`config.mk`:
```
export PLATFORM = sky130hd
export DESIGN_NAME = led_scroll_engine
export DESIGN_NICKNAME = d
export VERILOG_FILES = /design/src/rtl/led_scroll_engine.sv
export SDC_FILE = /design/constraint.sdc
export NUM_CORES = 1
export LEC_CHECK = 0
export ABC_AREA = 1
export BUFFER_PORTS_ARGS = -buffer_cell sky130_fd_sc_hd__buf_2
export CORE_MARGIN = 2
export CORE_UTILIZATION = 50
export CTS_CLUSTER_DIAMETER = 120
export DETAILED_ROUTE_END_ITERATION = 7
export GPL_TIMING_DRIVEN = 0
export PLACE_DENSITY = 0.74
export SYNTH_ARGS = -nofsm -noshare
export SYNTH_HDL_FRONTEND = slang
export SYNTH_SLANG_ARGS = --single-unit
```
`constraint.sdc`:
```
create_clock -name clk -period 2.23 [get_ports clk]
set_clock_uncertainty 0.15 [all_clocks]
set_input_delay 0.1115 -clock clk [delete_from_list [all_inputs] [get_ports clk]]
set_output_delay 0.1115 -clock clk [all_outputs]
set_load 0.1 [all_outputs]
```
`src/rtl/led_scroll_engine.sv`:
```
// LED bar scroller: prescaled step ticks move a BAR-long lit segment across
// WIDTH columns in bounce, rotate or hold mode, routed to red/green drives.
module led_scroll_engine #(
    parameter int WIDTH = 8,
    parameter int BAR   = 2,
    parameter int DIV_W = 20
) (
    input  logic             clk,
    input  logic             reset,
    input  logic             en,
    input  logic [1:0]       speed,
    input  logic [1:0]       mode,
    input  logic [1:0]       color_sel,
    output logic [WIDTH-1:0] red_out,
    output logic [WIDTH-1:0] green_out,
    output logic             step_pulse,
    output logic             edge_pulse
);

    localparam int PW = $clog2(WIDTH);
    localparam logic [PW-1:0] POS_MAX  = PW'(WIDTH - BAR);
    localparam logic [PW-1:0] POS_LAST = PW'(WIDTH - 1);
    localparam logic [WIDTH-1:0] BAR_BASE = {{(WIDTH-BAR){1'b0}}, {BAR{1'b1}}};

    typedef enum logic [1:0] {
        MODE_BOUNCE = 2'b00,
        MODE_ROT_L  = 2'b01,
        MODE_ROT_R  = 2'b10,
        MODE_HOLD   = 2'b11
    } mode_t;

    mode_t            cur_mode;
    logic [PW-1:0]    pos, pos_nxt;
    logic             dir, dir_nxt;
    logic             col, col_nxt;
    logic             edge_evt;
    logic [DIV_W-1:0] pre, pre_mask;
    logic             tick;
    logic [2*WIDTH-1:0] wide;
    logic [WIDTH-1:0] pattern;

    assign cur_mode = mode_t'(mode);

    // A tick fires when the low DIV_W-speed prescaler bits are all ones.
    assign pre_mask = {DIV_W{1'b1}} >> speed;
    assign tick     = en & ((pre & pre_mask) == pre_mask);

    always_comb begin
        pos_nxt  = pos;
        dir_nxt  = dir;
        edge_evt = 1'b0;
        case (cur_mode)
            MODE_BOUNCE: begin
                // A bar left past the bounce limit by a rotate mode snaps back quietly.
                if (pos > POS_MAX) begin
                    pos_nxt = POS_MAX;
                    dir_nxt = 1'b0;
                end else if (!dir && pos == '0) begin
                    dir_nxt  = 1'b1;
                    edge_evt = 1'b1;
                end else if (dir && pos == POS_MAX) begin
                    dir_nxt  = 1'b0;
                    edge_evt = 1'b1;
                end else if (dir) begin
                    pos_nxt = pos + PW'(1);
                end else begin
                    pos_nxt = pos - PW'(1);
                end
            end
            MODE_ROT_L: begin
                pos_nxt  = (pos == POS_LAST) ? '0 : pos + PW'(1);
                edge_evt = (pos == POS_LAST);
            end
            MODE_ROT_R: begin
                pos_nxt  = (pos == '0) ? POS_LAST : pos - PW'(1);
                edge_evt = (pos == '0);
            end
            default: begin
                pos_nxt = pos;
            end
        endcase
        col_nxt = col ^ edge_evt;
    end

    always_ff @(posedge clk or negedge reset) begin
        if (!reset) begin
            pos        <= POS_MAX;
            dir        <= 1'b0;
            col        <= 1'b0;
            pre        <= '0;
            step_pulse <= 1'b0;
            edge_pulse <= 1'b0;
        end else begin
            if (en) begin
                pre <= pre + DIV_W'(1);
            end
            step_pulse <= tick && (cur_mode != MODE_HOLD);
            edge_pulse <= tick && edge_evt;
            if (tick) begin
                pos <= pos_nxt;
                dir <= dir_nxt;
                col <= col_nxt;
            end
        end
    end

    // Rotating through a double-width vector folds the overflow back to the LSBs.
    assign wide    = {{WIDTH{1'b0}}, BAR_BASE} << pos;
    assign pattern = wide[WIDTH-1:0] | wide[2*WIDTH-1:WIDTH];

    always_comb begin
        red_out   = '0;
        green_out = '0;
        case (color_sel)
            2'b00: red_out = pattern;
            2'b01: green_out = pattern;
            2'b10: begin
                red_out   = pattern;
                green_out = pattern;
            end
            default: begin
                if (col) green_out = pattern;
                else     red_out   = pattern;
            end
        endcase
    end

endmodule

```
==> out/metrics.csv <==
stage,metric,value,unit
die,die_h,65.8,um
grt,grt_usage,19.0,%
sta,setup_viol,0,
yosys,syn-cell-area,1910,um2
yosys,synth_area_leader_cell,dfrtp_1,
finish,drive_above_1_share,22.2,%
yosys,synth_nets,274,
yosys,synth-xor-area-share,7.81,%
clocking,cts_setup_buffers,0,
die,dieArea,4320,um2
die,io_pins,27,
die,die_x,65.8,um
setup_path,critical_path_class,register to output port,
setup_path,regToRegEndpoint,pos[0],
yosys,yosysTopAreaCellShare,32.8,%
sta,timing.fmax,0.474,GHz
clocking,root_buffer,clkbuf_8,
finish,fillers,319,
clocking,clk_pin_slew,0.09,ns
grt,grt_max_degree,28,
place,numPortBuffers,26,
die,placementRows,22,
route,wl_per_cell,10.7,um
route,vias,1577,
yosys,syn_avg_cell_area,7.57,um2
min_path,whs_path_depth,5,
yosys,seq_area_frac_synth,35.6,%
grt,grt_pass1_wl,6.50,mm
sta,fin_hold_ws,0.132,ns
setup_path,rr_startpoint,pos[1],
sta,finalHoldViolCount,0,
min_path,hold-path-endpoint,edge_pulse,
route,dr.pass1.iters,4,
sta,period_needed,2.11,ns
yosys,synth.area.top_cells,"dfrtp_1 33%, nand2_1 14%, ha_1 8.5%",
setup_path,worstPathMaxFanout,5,
setup_path,end_kind,output port,
yosys,ys.flop_type,dfrtp_1,
finish,fin_nets,307,
setup_path,critPathRequiredTime,1.97,ns
setup_path,rrSetupSlack,0.41,ns
route,viasPerCell,4.75,
yosys,synthAdderAreaFrac,8.53,%
min_path,hp-class,input pin to register,
pwr,power.density,528,nW/um2
die,fp.coreArea,3660,um2
yosys,yosysMostFrequentCell,nand2_1,
clocking,cts_sinks,27,
pwr,power,0.00118,W
min_path,hp-start,mode[1],
sta,slew_violations,0,
sta,worst_pin_slew,0.719,ns
yosys,synth-edff-count,0,
yosys,yosys.cell_types.count,29,
yosys,synth_mux_area_share,0.591,%
grt,grt_pass1_vias,1531,
die,start_util,52.1,%
pwr,irDropWorstVdd,0.509,mV
yosys,yosys_warnings,0,
route,drc,0,
setup_path,rr_worst_depth,10,
place,place_hpwl,2.78,mm
yosys,synthTopCellsByCount,"71 x nand2_1, 39 x inv_1, 29 x nor2_1",
clocking,cts_tree,yes,
finish,num_antenna_cells,0,
yosys,yosys.area_share.simple,36.3,%
route,drtAntennaViolNets,0,
place,gp_congestion,0.792,
clocking,clk-insertion-delay-late,0.27,ns
sta,post-route-period-util,94.6,%
pwr,p_leak,1.24,nW
yosys,synth_top_family_by_area,simple AND/OR/NAND/NOR gates,
yosys,ys_ff_latch,27,
route,routed_wl,3.55,mm
run_status,run_status,"finished, final reports clean",
flow_run,drv_cap,0,
route,drt_iter0_drc,80,
grt,antenna_found_initial,0,
clocking,clockBufferDepth,2,
clocking,cts_max_level,1,
yosys,synthArstFlopShare,100,%
finish,syn2layout_area_growth,17.0,%
setup_path,arrival,1.85,ns
yosys,syn_inst,252,
setup_path,setup.worst_path.start_class,register,
grt,grt_overflow,0,
yosys,synth_compound_area_share,2.89,%
clocking,numCtsBuffers,3,
sta,slew_headroom,51.8,%
[how the worst max path moves through the flow]
stage	from	endpoint	slack (ns)
floorplan	pos[1]	green_out[6]	-0.36
global route	pos[1]	green_out[4]	-0.004
finish	pos[0]	green_out[0]	0.12
global placement	color_sel[0]	red_out[1]	0.21
CTS	pos[1]	green_out[0]	0.03
detailed placement	color_sel[0]	red_out[3]	0.17
[what timing repair did]
item | CTS | global route
pin swaps | 0 | 0
resized for setup | 6 | 9
endpoints found under the hold margin | 26 | 0
endpoints found under the setup margin | 6 | 10
hold buffers | 2 | 0
[kinds of logic (layout without fill, tap and decap cells)]
family,after synthesis,in the layout
xor+xnor,17,17
flops,27,27
compound gates,10,10
mux,1,1
simple gates,142,142
buf+inv,42,74
fa+ha+maj,13,13
[through the flow]
stage	worst slack [ns]	TNS, ns	utilization, %	cells	cell area, um2
floorplan	-0.360	-1.43	-	252	1920
global placement	0.211	0	57.7	326	2110
detailed placement	0.167	0	57.7	326	2110
CTS	0.0302	0	59.9	332	2190
global route	-0.00412	-0.00502	60.9	332	2230
finish	0.121	0	60.9	332	2230
[registers in the layout, summed over array words and instances (netlist names)]
signal	cells
col	1
dir	1
edge_pulse	1
pos	3
pre	20
step_pulse	1
[layout by cell type (no fill, tap or decap), types with 2 or more instances in the layout]
cell	synthesis	routed
nor2_1	29	23
a21oi_1	4	3
nand4_1	7	7
buf_2	1	19
dlygate4sd3_1	0	2
clkbuf_8	0	3
or2_2	3	3
buf_6	0	3
nand2_2	3	3
nor2_4	5	5
dfstp_2	2	2
o21ai_1	2	2
nand3_2	2	2
xnor2_1	5	5
nor3_1	3	3
dfrtp_1	25	25
ha_1	13	12
buf_4	0	4
nor2_8	2	2
nor2_2	2	8
nand3_1	12	12
inv_1	39	39
nand2_1	71	71
o21ai_0	2	2
xor2_1	12	12
[layout make-up]
class                           count  area (um2)  share of cell area (%)
Multi-Input combinational cell    183        1110                    49.6
Sequential cell                    27         678                    30.4
Timing Repair Buffer               28         181                    8.13
Inverter                           41         154                    6.90
Tap cell                           48        60.1                    2.69
Clock buffer                        3        41.3                    1.85
Clock inverter                      1        5.00                   0.224
Buffer                              1        5.00                   0.224
[per-layer routing]
| layer | wire length (um) | up-vias | global-route usage (%) | part of all wire [%] |
|---|---|---|---|---|
| met3 | 169 | 4 | 3.25 | 4.8 |
| met1 | 1720 | 697 | 25.9 | 48 |
| met4 | 40 | 0 | 4.69 | 1.1 |
| met2 | 1620 | 42 | 31.3 | 46 |
| li1 | - | 834 | - | - |
| met5 | 0 | - | 0 | 0 |
[worst max-delay path: stages (launching register included)]
cell	delay, ns
dfrtp_1	0.46
inv_1	0.17
ha_4	0.16
nand2_1	0.07
inv_1	0.09
a21oi_2	0.05
or2_2	0.29
inv_1	0.08
buf_6	0.22
[where the power goes]
part / total, W / switching [W] / leakage (nW) / internal (W)
combinational: 0.000276 / 0.000178 / 0.868 / 0.0000988
clock: 0.000271 / 0.000146 / 0.0255 / 0.000125
sequential: 0.000631 / 0.0000799 / 0.348 / 0.000551
total: 0.00118 / 0.000403 / 1.24 / 0.000775
No activity file was read; power rests on OpenSTA's default activity.
